$ cat src/rtl/seg7_pkg.sv
// Shared definitions for the seven-segment page scheduler: page indices,
// scheduler FSM states and the flag bit that selects result-page blinking.
package seg7_pkg;

    localparam logic [1:0] PG_A   = 2'd0;
    localparam logic [1:0] PG_B   = 2'd1;
    localparam logic [1:0] PG_RES = 2'd2;
    localparam logic [1:0] PG_FLG = 2'd3;

    localparam int FLG_OVF = 0;

    typedef enum logic {
        IDLE = 1'b0,
        SHOW = 1'b1
    } sched_state_t;

endpackage

$ cat src/rtl/seg7_lz_mask.sv
// Leading-zero blanking mask: digit k lights when any nibble at index >= k
// of the value is nonzero; the least-significant digit is always lit.
module seg7_lz_mask (
    input  logic [15:0] value,
    output logic [3:0]  mask
);

    assign mask[0] = 1'b1;

    genvar gi;
    generate
        for (gi = 1; gi < 4; gi++) begin : gen_digit
            assign mask[gi] = |value[15:4*gi];
        end
    endgenerate

endmodule

$ cat src/rtl/seg7_page_sched.sv
// Rotates snapshotted ALU operands, result and flags across display pages,
// with leading-zero blanking and an overflow blink on the result page.
module seg7_page_sched
    import seg7_pkg::*;
#(
    parameter int DWELL      = 50_000_000,
    parameter int BLINK_HALF = 12_500_000,
    parameter int CNT_W      = 26
) (
    input  logic        iCLK,
    input  logic        iRST_N,
    input  logic [15:0] iOPA,
    input  logic [15:0] iOPB,
    input  logic [15:0] iRES,
    input  logic [3:0]  iFLAGS,
    input  logic        iVALID,
    output logic        oACK,
    input  logic        iLOCK,
    input  logic        iPAGE_REQ,
    input  logic [1:0]  iPAGE_SEL,
    output logic [15:0] oDIG,
    output logic [7:0]  oON_OFF,
    output logic [1:0]  oPAGE
);

    sched_state_t stateReg, stateNext;
    logic [15:0]  opAReg, opANext;
    logic [15:0]  opBReg, opBNext;
    logic [15:0]  resReg, resNext;
    logic [3:0]   flagsReg, flagsNext;
    logic [1:0]   pageNext;
    logic [CNT_W-1:0] dwellReg, dwellNext;
    logic [CNT_W-1:0] blinkReg, blinkNext;
    logic         phaseReg, phaseNext;
    logic [15:0]  shownNext;
    logic [3:0]   lzMask;
    logic [3:0]   blinkGate;
    logic [15:0]  digNext;
    logic [7:0]   onOffNext;

    always_comb begin
        opANext   = iVALID ? iOPA   : opAReg;
        opBNext   = iVALID ? iOPB   : opBReg;
        resNext   = iVALID ? iRES   : resReg;
        flagsNext = iVALID ? iFLAGS : flagsReg;

        stateNext = stateReg;
        pageNext  = oPAGE;
        dwellNext = dwellReg;
        if (stateReg == IDLE) begin
            // A page request only counts once a snapshot has been taken.
            if (iVALID) begin
                stateNext = SHOW;
                pageNext  = iPAGE_REQ ? iPAGE_SEL : PG_RES;
                dwellNext = '0;
            end
        end else if (iPAGE_REQ) begin
            pageNext  = iPAGE_SEL;
            dwellNext = '0;
        end else if (iVALID) begin
            pageNext  = PG_RES;
            dwellNext = '0;
        end else if (!iLOCK) begin
            if (dwellReg == CNT_W'(DWELL - 1)) begin
                pageNext  = oPAGE + 2'd1;
                dwellNext = '0;
            end else begin
                dwellNext = dwellReg + CNT_W'(1);
            end
        end

        if (blinkReg == CNT_W'(BLINK_HALF - 1)) begin
            blinkNext = '0;
            phaseNext = ~phaseReg;
        end else begin
            blinkNext = blinkReg + CNT_W'(1);
            phaseNext = phaseReg;
        end

        case (pageNext)
            PG_A:    shownNext = opANext;
            PG_B:    shownNext = opBNext;
            PG_RES:  shownNext = resNext;
            default: shownNext = {12'h000, flagsNext};
        endcase

        blinkGate = (pageNext == PG_RES && flagsNext[FLG_OVF]) ? {4{phaseNext}} : 4'hF;
        digNext   = (stateNext == SHOW) ? shownNext : 16'h0000;
        onOffNext = (stateNext == SHOW) ? {4'h0, lzMask & blinkGate} : 8'h00;
    end

    seg7_lz_mask uLzMask (
        .value (shownNext),
        .mask  (lzMask)
    );

    always_ff @(posedge iCLK or negedge iRST_N) begin
        if (!iRST_N) begin
            stateReg <= IDLE;
            opAReg   <= '0;
            opBReg   <= '0;
            resReg   <= '0;
            flagsReg <= '0;
            dwellReg <= '0;
            blinkReg <= '0;
            phaseReg <= 1'b1;
            oPAGE    <= PG_A;
            oDIG     <= '0;
            oON_OFF  <= '0;
            oACK     <= 1'b0;
        end else begin
            stateReg <= stateNext;
            opAReg   <= opANext;
            opBReg   <= opBNext;
            resReg   <= resNext;
            flagsReg <= flagsNext;
            dwellReg <= dwellNext;
            blinkReg <= blinkNext;
            phaseReg <= phaseNext;
            oPAGE    <= pageNext;
            oDIG     <= digNext;
            oON_OFF  <= onOffNext;
            oACK     <= iVALID;
        end
    end

endmodule

$ cat config.mk
export PLATFORM = sky130hd
export DESIGN_NAME = seg7_page_sched
export DESIGN_NICKNAME = d
export VERILOG_FILES = /design/src/rtl/seg7_pkg.sv /design/src/rtl/seg7_lz_mask.sv /design/src/rtl/seg7_page_sched.sv
export SDC_FILE = /design/constraint.sdc
export NUM_CORES = 1
export LEC_CHECK = 0
export BUFFER_PORTS_ARGS = -buffer_cell sky130_fd_sc_hd__buf_2
export CAP_MARGIN = 15
export CORE_MARGIN = 3
export CORE_UTILIZATION = 60
export CTS_CLUSTER_SIZE = 20
export DETAILED_ROUTE_END_ITERATION = 10
export PLACE_DENSITY = 0.88
export SLEW_MARGIN = 0
export SYNTH_ARGS = -nofsm -noshare
export SYNTH_HDL_FRONTEND = slang
export SYNTH_SLANG_ARGS = --single-unit
$ cat constraint.sdc
create_clock -name iCLK -period 8.5 [get_ports iCLK]
set_input_delay 1.7 -clock iCLK [delete_from_list [all_inputs] [get_ports iCLK]]
set_output_delay 1.7 -clock iCLK [all_outputs]
set_load 0.01 [all_outputs]
* Yosys cells after proc, flatten, opt, wreduce, memory -nomap -nowiden
Index checks and enable logic that the tools add are counted.
** Storage, ports and cells
- Memory bits (read-only) :: 0
- Memory bits (writable) :: 0
- Memories kept :: 0
- Bits in latches :: 0
- Word-level logic and storage cells :: 54
- Register bits after elaboration :: 129
- Input port bits :: 59
- Output and inout port bits :: 27
** Cells by class
- Add/subtract/negate cells :: 3
- Equal/unequal tests :: 5
- Shift-type cells :: 0
- Reduce and logical (&&, ||, !) cells :: 7
- Magnitude comparators :: 0
- Divide/modulo/power cells :: 0
- Mux-type cells :: 25
- $mul :: 0
- Bitwise logic cells :: 2
** Operators by type and width (number)
- 26-bit 2-to-1 mux :: 7
- 16-bit 2-to-1 mux :: 4
- 26-bit by 1-bit adder with 26-bit output, second input constant :: 2
- 16-bit one-hot mux with 3 select lines :: 1
- 26-bit by 24-bit equality test with 1-bit output, second input constant :: 1
- 26-bit equality test, second input constant :: 1
- 2-bit 2-to-1 mux :: 7
- 4-bit 2-to-1 mux :: 3
- 12-bit OR reduction :: 1
- 8-bit OR reduction :: 1
- 4-bit bitwise AND :: 1
- 4-bit OR reduction :: 1
- 1-bit 2-to-1 mux :: 3
- 3-bit by 2-bit inequality test with 1-bit output, second input constant :: 1
- 2-bit by 1-bit adder with 2-bit output, second input constant :: 1
- 2-bit by 1-bit equality test with 1-bit output, second input constant :: 1
- 2-bit equality test, second input constant :: 1
- 2-bit zero test :: 1
- 2-bit AND reduction :: 1
- 2-bit nonzero test :: 1
- 1-bit logical AND :: 1
- 1-bit NOT :: 1

* Depth between registers and ports, before layout
Gate-level depths: netlist of the first run.
- Depth after elaboration :: 11
- Mapped depth :: 13
- Gate-level depth less buffers :: 11

* By module
A second synthesis of the first run with hierarchy kept.
** Second synthesis, totals
- Cell total of the unflattened synthesis :: 550
- Area, all modules :: 6163.4 sq um
** By module, submodules not included
- seg7_page_sched :: instances 1, cells each 542, area each 6114.6 sq um, sequential area each 3229.3 sq um
- seg7_lz_mask :: instances 1, cells each 8, area each 48.8 sq um, sequential area each 0.0 sq um

* Least setup slack after synthesis of the first run
No wires, ideal clock.
- Kind :: input port to flip-flop
- Start point :: input port iVALID
- End point :: register oON_OFF[1]
- Setup time :: 0.119 ns
- Path buffers :: 4
- Stages on the path :: 9
- Arrival :: 3.849 ns
- Required time :: 8.381 ns
- Path slack :: 4.533 ns
- Cells stage by stage :: buf_2 -> buf_1 -> buf_1 -> clkbuf_1 -> mux2i_1 -> o32ai_1 -> nor4_2 -> nand4_1 -> o21a_1
** On the way
- Word-level cells in the longest chain between the ends :: 8
- Elaborated cells between the ends (all ways) :: 19
- Classes of those cells :: eq/ne: 2; mux: 13; bitwise: 1; reduce/logical: 3
** RTL lines
- start: declaration :: RTL line seg7_page_sched.sv:16 : input logic iVALID,
- 2-bit 2-to-1 mux :: RTL line seg7_page_sched.sv:60 : end else if (iVALID) begin
- 2-bit 2-to-1 mux :: RTL line seg7_page_sched.sv:57 : end else if (iPAGE_REQ) begin
- 2-bit 2-to-1 mux :: RTL line seg7_page_sched.sv:50 : if (stateReg == IDLE) begin
- 2-bit equality test, or another cell as far along :: RTL line seg7_page_sched.sv:80, seg7_page_sched.sv:87
- 16-bit one-hot mux with 3 select lines / 1-bit logical AND (equally long branches) :: RTL line seg7_page_sched.sv:80, seg7_page_sched.sv:87
- 12-bit OR reduction / 4-bit 2-to-1 mux (equally long branches) :: RTL line seg7_lz_mask.sv:13, seg7_page_sched.sv:87
- 4-bit bitwise AND :: RTL line seg7_page_sched.sv:89 : onOffNext = (stateNext == SHOW) ? {4'h0, lzMask & blinkGate} : 8'h00;
- 4-bit 2-to-1 mux (*) :: RTL line seg7_page_sched.sv:89
- via onOffNext[1] :: RTL line seg7_page_sched.sv:39 : logic [7:0] onOffNext;
- end signal: assignment :: RTL line seg7_page_sched.sv:122 : oON_OFF <= onOffNext;
- end: declaration :: RTL line seg7_page_sched.sv:22 : output logic [7:0] oON_OFF,
The timed path passes the listed nets; every way through them passes the cells marked *.
A chain may end at the register's enable or synchronous reset.

* Worst setup path in the final report of the first run
- Start point :: input port iVALID
- End point :: register oON_OFF[2]
** On the way
- Elaborated cells between the ends (all ways) :: 19
- Classes of those cells :: eq/ne: 2; mux: 13; bitwise: 1; reduce/logical: 3
** RTL lines
- 1-bit 2-to-1 mux :: RTL line seg7_page_sched.sv:52 : if (iVALID) begin
- 1-bit 2-to-1 mux :: RTL line seg7_page_sched.sv:50
- via stateNext :: RTL line seg7_page_sched.sv:26 : sched_state_t stateReg, stateNext;
- 4-bit 2-to-1 mux :: RTL line seg7_page_sched.sv:89
- via onOffNext[2] :: RTL line seg7_page_sched.sv:39
The timed path passes the listed nets, and every way through them passes these cells.

==> reports/qor_table.md, run 1 <==
| Step | Metric | This run |
|---|---|---|
| status | Run status | finished clean |
| clock tree | Clock buffer depth | 2 |
| pwr | Power density over the cells | 222 nW/um^2 |
| logic synthesis | Share of synthesized area occupied by flip-flops and latches | 0.543 |
| logic synthesis | Number of flip-flops and latches in the synthesized netlist | 129 |
| clock tree | Clock-pin transition on the worst setup and hold timing paths | 0.06 ns |
| critical path | Critical path start-end classification | primary input to flop |
| critical path | Arrival time worst endpoint | 5.99 ns |
| floorplanning | Floorplan Core Area | 9460 sq um |
| critical path | Req. time, crit path | 8.96 ns |
| global routing | Via count of the first global-routing pass | 4811 |
| critical path | Buffering stage count on the worst path with inverters included | 5 |
| logic synthesis | EDFF count, synth | 0 |
| floorplanning | Width of the die | 106 um |
| clock tree | Clock buffer count from CTS | 17 |
| placement | Cell Count Post-Placement | 738 |
| run | Number of maximum-capacitance violations | 0 |
| sta | Post-route clock period utilization | 0.651 |
| global routing | Global-route wire length before repair | 24000 um |
| critical path | Critical Path Slowest Stage Cell | sky130_fd_sc_hd__nor2_1 |
| clock tree | Level count of the clock H-tree | 4 |
| pwr | Internal power summed over all cells | 1.19 mW |
| clock tree | Clk Tree Root Cell | sky130_fd_sc_hd__clkbuf_8 |
| cells and area | Most frequent cells in the layout | 128 x sky130_fd_sc_hd__dfrtp_1, 80 x sky130_fd_sc_hd__buf_2, 69 x sky130_fd_sc_hd__nor2_1 |
| global routing | Largest net degree at the start of global routing | 76 |
| clock tree | Post-CTS Setup Repair Bufs | 0 |
| critical path | Nature of the critical path endpoint | flop |
| routing | Remaining antenna violation count after routing | 0 |
| clock tree | Insertion delay of the later-clocked pin in the worst-skew pair | 0.53 ns |
| sta | Max-slew violation total from the final report | 0 |
| cells and area | Synthesis-to-finish area growth | 18.4% |
| routing | Routed wire length | 14700 um |
| clock tree | Hold-fix buffers, CTS | 0 |
| cells and area | Finished Core Util | 0.745 |
| placement | Buffers on Ports | 81 |
| cells and area | Commonest non-fill, non-tap cell in the layout | sky130_fd_sc_hd__dfrtp_1 |
| sta | RSZ-0062 raised after global routing | false |
| clock tree | CTS tree | done |
| cells and area | Number of diodes added for antenna fixing | 0 |
| cells and area | Final net count | 690 |
| pwr | Portion of total power attributed to sequential cells | 0.428 |
| cells and area | Share of final-layout standard cells stronger than drive strength 1 | 0.277 |
| critical path | Critical path, cell by cell | buf_2, buf_4, nor2_1, inv_1, mux2i_1, inv_1, o31ai_4, inv_4, a21oi_1, o2bb2ai_1, a211oi_1, nand4_1, and2_1 |
| sta | Accumulated negative setup slack | 0 ns |
| floorplanning | Initial Utilization | 0.629 |
| logic synthesis | Average cell area after synthesis | 10.9 sq um |
| sta | Least-Margin Pin Slew | 1.05 ns |
| logic synthesis | Yosys warning total | 0 |
| sta | Finish-stage setup viols | 0 |
| pwr | Clk network pwr share | 0.469 |
| global routing | Antenna violations before repair | 0 |
| logic synthesis | Synth async-reset ratio | 1.00 |
| global routing | Total track usage | 0.274 |
| clock tree | Sinks on the clock net | 129 |
| routing | Residual DRC | 0 |
| critical path | Setup slack, reg-to-reg | 4.31 ns |
| sta | Worst-case clock skew | 0.00555 ns |
| clock tree | Gates resized, CTS repair | 0 |
| floorplanning | Die area | 11100 sq um |
| logic synthesis | Cell Area, Synth | 5950 sq um |
| sta | Final number of hold-violating endpoints | 0 |
| logic synthesis | Netlist cell types | 59 |
| critical path | Highest cell delay on the worst timing path | 0.90 ns |
| critical path | Category of the worst setup path launch point | primary input |
| pwr | Switching power summed over all nets | 0.373 mW |
| routing | First drt pass iteration count | 5 |
| cells and area | Number of filler cells placed in the layout | 595 |
| critical path | Crit-path leading delay family | compound AO/OA/AOI/OAI gates |
| sta | Slew headroom | 0.297 |
| critical path | Max FO, Critical Path | 56 |
| hold path | Type of the most critical hold path | flop to flop |
| routing | Post-DR vias/cell | 6.04 |
| global routing | Total gr overflow | 0 |
| floorplanning | Io pins | 86 |
| routing | Routed via count | 4660 |
| cells and area | Final non-filler cell total | 771 |
| routing | Count of routing violations after the opening detailed-route iteration | 347 |
| placement | Placer congestion estimate | 0.865 |
| critical path | Critical Path Most Common Cell | sky130_fd_sc_hd__inv_1 |
| routing | Routed wire length per instance | 19.0 um |
| logic synthesis | Mapped Cells | 545 |
| sta | Fmax achieved | 0.181 GHz |
| floorplanning | Overall die height | 106 um |
| pwr | Reported leakage power | 3.15 nW |
| sta | Period minus WS final | 5.53 ns |
| pwr | Worst vdd ir | 0.135 mV |
| pwr | Proportion of total power due to net switching | 0.238 |
| floorplanning | Number of rows created at floorplan | 35 |
| pwr | Combinational Power Share | 0.103 |
| logic synthesis | Dominant register cell in the synthesized netlist | sky130_fd_sc_hd__dfrtp_1 |
| placement | Detail Placement HPWL | 9350 um |
routing by layer:
layer  vias to the layer above  global-route usage  routed length [um]
met3                        45              0.0649                 860
met5                         -                   0                   0
li1                       2105                   -                   -
met2                       188               0.479                7620
met4                         0              0.0953                 337
met1                      2322               0.334                5860
per-stage QoR:
stage          instance area (sq um)  hold slack, ns  power (mW)  setup WS [ns]
3_3_place_gp                    6440           0.457       0.827           3.04
2_1_floorplan                   5960           0.440       0.770           4.53
4_1_cts                         7040           0.492        1.57           3.13
6_report                        7050           0.492        1.57           2.97
3_5_place_dp                    6440           0.472       0.836           2.67
5_1_grt                         7050           0.508        1.61           2.63
kinds of logic after synthesis:
group	synth area share
AO/OA/AOI/OAI	0.100
XOR/XNOR	0.0412
adder cells (fa/ha/maj)	0.00420
buffers and inverters	0.0299
flip-flops	0.543
multiplexers	0.116
other	0.000630
AND/OR/NAND/NOR	0.165
power by group through the flow:
stage	Sequential (mW)	Clock, mW	Combinational (mW)
6_report	0.670	0.734	0.162
5_1_grt	0.673	0.764	0.175
4_1_cts	0.669	0.738	0.161
3_5_place_dp	0.679	0	0.156
3_3_place_gp	0.678	0	0.149
2_1_floorplan	0.682	0	0.0883
worst paths after layout:
check	startpoint	cells after the start	endpoint
min	dwellReg[25]$_DFFE_PN0P_	1	dwellReg[25]$_DFFE_PN0P_
max in group asynchronous	iRST_N	2	dwellReg[7]$_DFFE_PN0P_
min reg2reg	dwellReg[25]$_DFFE_PN0P_	1	dwellReg[25]$_DFFE_PN0P_
max reg2reg	stateReg$_DFF_PN0_	11	oON_OFF[2]$_DFF_PN0_
min in group asynchronous	iRST_N	1	resReg[5]$_DFF_PN0_
max	iVALID	13	oON_OFF[2]$_DFF_PN0_
synth_stat cells, types with 3 or more instances:
cell type	instances	share of area
sky130_fd_sc_hd__inv_1	13	0.0082
sky130_fd_sc_hd__clkbuf_1	11	0.0069
sky130_fd_sc_hd__nand2_1	21	0.013
sky130_fd_sc_hd__a21oi_1	22	0.019
sky130_fd_sc_hd__xnor2_1	15	0.022
sky130_fd_sc_hd__a2bb2oi_1	5	0.0074
sky130_fd_sc_hd__mux2_2	50	0.095
sky130_fd_sc_hd__mux2i_1	13	0.022
sky130_fd_sc_hd__buf_1	3	0.0019
sky130_fd_sc_hd__nor2_1	69	0.044
sky130_fd_sc_hd__and2_1	9	0.0095
sky130_fd_sc_hd__xor2_1	13	0.019
sky130_fd_sc_hd__buf_4	6	0.0076
sky130_fd_sc_hd__or2b_1	3	0.0038
sky130_fd_sc_hd__dfrtp_1	128	0.54
sky130_fd_sc_hd__and3_1	7	0.0074
sky130_fd_sc_hd__nor4_1	5	0.0053
sky130_fd_sc_hd__nand3_1	22	0.019
sky130_fd_sc_hd__o21a_1	3	0.0038
sky130_fd_sc_hd__o21ai_0	31	0.026
sky130_fd_sc_hd__nand4_1	14	0.015
sky130_fd_sc_hd__o2bb2ai_1	3	0.0044
sky130_fd_sc_hd__o211ai_1	9	0.011
sky130_fd_sc_hd__nand2b_1	7	0.0074
sky130_fd_sc_hd__or2_2	3	0.0032
sky130_fd_sc_hd__o22ai_1	4	0.0042
sky130_fd_sc_hd__or3_1	7	0.0074
sky130_fd_sc_hd__nor3_1	7	0.0059
worst register-to-register path, cell delays in order, from the launching register on:
cell	delay, ns
sky130_fd_sc_hd__dfrtp_1	0.40
sky130_fd_sc_hd__nor2_1	0.80
sky130_fd_sc_hd__inv_1	0.36
sky130_fd_sc_hd__mux2i_1	0.49
sky130_fd_sc_hd__inv_1	0.18
sky130_fd_sc_hd__o31ai_4	0.25
sky130_fd_sc_hd__inv_4	0.19
sky130_fd_sc_hd__a21oi_1	0.81
sky130_fd_sc_hd__o2bb2ai_1	0.22
sky130_fd_sc_hd__a211oi_1	0.08
sky130_fd_sc_hd__nand4_1	0.17
sky130_fd_sc_hd__and2_1	0.15
state kept, by name, indices dropped and copies added, names as in the netlist:
signal    cells
opAReg       16
phaseReg      1
blinkReg     26
oON_OFF       4
oPAGE         2
opBReg       16
oDIG         16
resReg       16
oACK          1
stateReg      1
flagsReg      4
dwellReg     26
area by class of cell:
type,instances,area [sq um],area share
timing repair buffer,85,438,0.0622
inverter,15,58.8,0.00835
sequential,129,3230,0.458
tap,129,161,0.0229
multi-input combinational,381,2560,0.364
clock buffer,23,467,0.0662
clock inverter,9,130,0.0185
Note: power is estimated with default switching activity, not from simulation.
==> run 2, diff against run 1 <==
--- a/config.mk
+++ b/config.mk
@@ -8,10 +8,10 @@
 export BUFFER_PORTS_ARGS = -buffer_cell sky130_fd_sc_hd__buf_2
 export CAP_MARGIN = 15
 export CORE_MARGIN = 3
-export CORE_UTILIZATION = 60
+export CORE_UTILIZATION = 57
 export CTS_CLUSTER_SIZE = 20
 export DETAILED_ROUTE_END_ITERATION = 10
-export PLACE_DENSITY = 0.88
+export PLACE_DENSITY = 0.85
 export SLEW_MARGIN = 0
 export SYNTH_ARGS = -nofsm -noshare
 export SYNTH_HDL_FRONTEND = slang
==> constraint.sdc (replaced) <==
create_clock -name iCLK -period 5.7 [get_ports iCLK]
set_input_delay 1.14 -clock iCLK [delete_from_list [all_inputs] [get_ports iCLK]]
set_output_delay 1.14 -clock iCLK [all_outputs]
set_load 0.01 [all_outputs]
==> run 2 against run 1 <==
Die area rose by 5.0%. Global-route usage shrank 1.5 points. Setup slack lost 1.3 ns. Largest power group unchanged. Hold slack got worse by 0.015 ns. Wire length is 3.0% lower. Sequential power grew 49%. Clock skew down 0.0018 ns. First-iteration DRC count down 46%.
==> reports/qor_table.md, run 2 (synthesized netlist as in run 1, its figures left out) <==
| Step | Metric | This run | Change |
|---|---|---|---|
| status | Run status | finished clean |  |
| floorplanning | Width of the die | 108 um | +2.4% |
| sta | RSZ-0062 raised after global routing | false |  |
| pwr | Power density over the cells | 331 nW/um^2 | +49% |
| critical path | Critical Path Most Common Cell | sky130_fd_sc_hd__o21a_1 |  |
| cells and area | Most frequent cells in the layout | 128 x sky130_fd_sc_hd__dfrtp_1, 80 x sky130_fd_sc_hd__buf_2, 69 x sky130_fd_sc_hd__nor2_1 |  |
| cells and area | Finished Core Util | 0.713 | -0.0320 |
| sta | Post-route clock period utilization | 0.709 |  |
| clock tree | Clock buffer depth | 2 | unchanged |
| cells and area | Number of filler cells placed in the layout | 643 | +8.1% |
| floorplanning | Overall die height | 108 um | +2.4% |
| critical path | Critical Path Slowest Stage Cell | sky130_fd_sc_hd__a21oi_1 |  |
| sta | Accumulated negative setup slack | 0 ns | unchanged |
| sta | Fmax achieved | 0.247 GHz |  |
| critical path | Critical path start-end classification | primary input to flop |  |
| cells and area | Share of final-layout standard cells stronger than drive strength 1 | 0.284 | +0.00690 |
| critical path | Highest cell delay on the worst timing path | 0.77 ns | -0.13 ns |
| clock tree | Sinks on the clock net | 129 | unchanged |
| cells and area | Commonest non-fill, non-tap cell in the layout | sky130_fd_sc_hd__dfrtp_1 |  |
| floorplanning | Initial Utilization | 0.598 | -0.0313 |
| pwr | Reported leakage power | 3.17 nW | +0.86% |
| pwr | Worst vdd ir | 0.247 mV | +83% |
| critical path | Arrival time worst endpoint | 4.50 ns | -1.49 ns |
| routing | First drt pass iteration count | 7 | +2 |
| global routing | Via count of the first global-routing pass | 4855 | +0.91% |
| routing | Post-DR vias/cell | 6.07 | +0.46% |
| sta | Worst-case clock skew | 0.00379 ns | -0.00175 ns |
| clock tree | Hold-fix buffers, CTS | 0 | unchanged |
| run | Number of maximum-capacitance violations | 0 | unchanged |
| cells and area | Biggest registers after layout | blinkReg x26, dwellReg x26 |  |
| global routing | Total track usage | 0.259 | -0.0152 |
| hold path | Type of the most critical hold path | flop to flop |  |
| cells and area | Number of diodes added for antenna fixing | 0 | unchanged |
| floorplanning | Io pins | 86 | unchanged |
| routing | Routed wire length | 14200 um | -3.0% |
| global routing | Global-route wire length before repair | 23500 um | -1.8% |
| global routing | Antenna violations before repair | 0 | unchanged |
| global routing | Total gr overflow | 0 | unchanged |
| clock tree | Clock buffer count from CTS | 17 | unchanged |
| sta | Slew headroom | 0.386 | +0.0883 |
| critical path | Nature of the critical path endpoint | flop |  |
| floorplanning | Die area | 11700 sq um | +5.0% |
| clock tree | Insertion delay of the later-clocked pin in the worst-skew pair | 0.53 ns | about the same |
| floorplanning | Floorplan Core Area | 9950 sq um | +5.2% |
| clock tree | Clk Tree Root Cell | sky130_fd_sc_hd__clkbuf_8 |  |
| sta | Period minus WS final | 4.04 ns |  |
| critical path | Critical path, cell by cell | buf_2, nand2b_1, or4_4, o21a_1, o31ai_4, inv_4, a21oi_1, o2bb2ai_1, nor4_2, nand4_1, o21a_1 |  |
| clock tree | Gates resized, CTS repair | 0 | unchanged |
| critical path | Max FO, Critical Path | 18 | -68% |
| clock tree | Clock-pin transition on the worst setup and hold timing paths | 0.06 ns | about the same |
| routing | Residual DRC | 0 | unchanged |
| global routing | Largest net degree at the start of global routing | 94 | +24% |
| sta | Least-Margin Pin Slew | 0.922 ns | -0.129 ns |
| routing | Remaining antenna violation count after routing | 0 | unchanged |
| routing | Routed via count | 4718 | +1.2% |
| critical path | Category of the worst setup path launch point | primary input |  |
| clock tree | CTS tree | done |  |
| clock tree | Post-CTS Setup Repair Bufs | 0 | unchanged |
| placement | Buffers on Ports | 81 | unchanged |
| routing | Count of routing violations after the opening detailed-route iteration | 189 | -46% |
| placement | Detail Placement HPWL | 9190 um | -1.8% |
| sta | Final number of hold-violating endpoints | 0 | unchanged |
| critical path | Req. time, crit path | 6.15 ns | -2.81 ns |
| cells and area | Final net count | 692 | +0.29% |
| sta | Max-slew violation total from the final report | 0 | unchanged |
| floorplanning | Number of rows created at floorplan | 36 | +2.9% |
| routing | Routed wire length per instance | 18.3 um | -3.8% |
| clock tree | Level count of the clock H-tree | 4 | unchanged |
| placement | Placer congestion estimate | 0.833 | -3.7% |
| sta | Finish-stage setup viols | 0 | unchanged |
| cells and area | Synthesis-to-finish area growth | 19.2% |  |
run 2: changes by cell type in the layout (fill, tap and decap cells not counted), sizes merged:
| cell | previous run | this run |
|---|---|---|
| buf | 85 | 87 |
| bufinv | 3 | 4 |
| clkbuf | 23 | 17 |
| clkinv | 2 | 7 |
run 2: worst paths after layout:
path	start	endpoint	slack, ns	cells past startpoint
setup reg to reg	dwellReg[0]$_DFFE_PN0P_	oON_OFF[1]$_DFF_PN0_	1.69	11
min in group asynchronous	iRST_N	opAReg[5]$_DFF_PN0_	0.55	1
hold / removal	dwellReg[23]$_DFFE_PN0P_	dwellReg[23]$_DFFE_PN0P_	0.48	1
hold reg to reg	dwellReg[23]$_DFFE_PN0P_	dwellReg[23]$_DFFE_PN0P_	0.48	1
setup / recovery	iLOCK	oON_OFF[1]$_DFF_PN0_	1.66	11
max in group asynchronous	iRST_N	oDIG[14]$_DFF_PN0_	3.98	3
run 2: worst max-delay path, delay by kind of cell:
kind                   cells  cell delay [ns]
AO/OA/AOI/OAI              5             2.19
buffers and inverters      2             0.33
AND/OR/NAND/NOR            4             0.84
run 2: layout make-up:
class / instances / area [sq um] / share of cell area
clock buffers: 17 / 414 / 0.0584
inverters: 15 / 58.8 / 0.00829
flip-flops and latches: 129 / 3230 / 0.455
well taps: 133 / 166 / 0.0235
multi-input cells: 381 / 2560 / 0.361
repair buffers: 87 / 473 / 0.0667
clock inverters: 15 / 193 / 0.0272
run 2: per-stage QoR:
step / power (mW) / area (sq um) / worst slack (ns) / hold slack [ns] / cells
2_1_floorplan: 1.15 / 5960 / 2.29 / 0.440 / 548
4_1_cts: 2.36 / 7070 / 1.76 / 0.478 / 776
6_report: 2.35 / 7100 / 1.66 / 0.476 / 777
3_3_place_gp: 1.23 / 6460 / 1.49 / 0.457 / 744
5_1_grt: 2.44 / 7100 / 1.38 / 0.512 / 777
3_5_place_dp: 1.25 / 6460 / 1.30 / 0.466 / 744
run 2: layer usage:
metal / vias to the layer above / part of all wire / track usage
met5: - / 0 / 0
met4: 0 / 0.030 / 0.109
met3: 47 / 0.063 / 0.0716
met2: 222 / 0.50 / 0.437
met1: 2339 / 0.40 / 0.315
li1: 2110 / - / -
run 2: report_power, final:
group          leakage (nW)  total [mW]  internal [mW]  switching [mW]
combinational          1.28       0.244          0.104           0.140
sequential             1.61       0.999          0.976          0.0229
clock                 0.289        1.11          0.706           0.403
total                  3.17        2.35           1.79           0.566
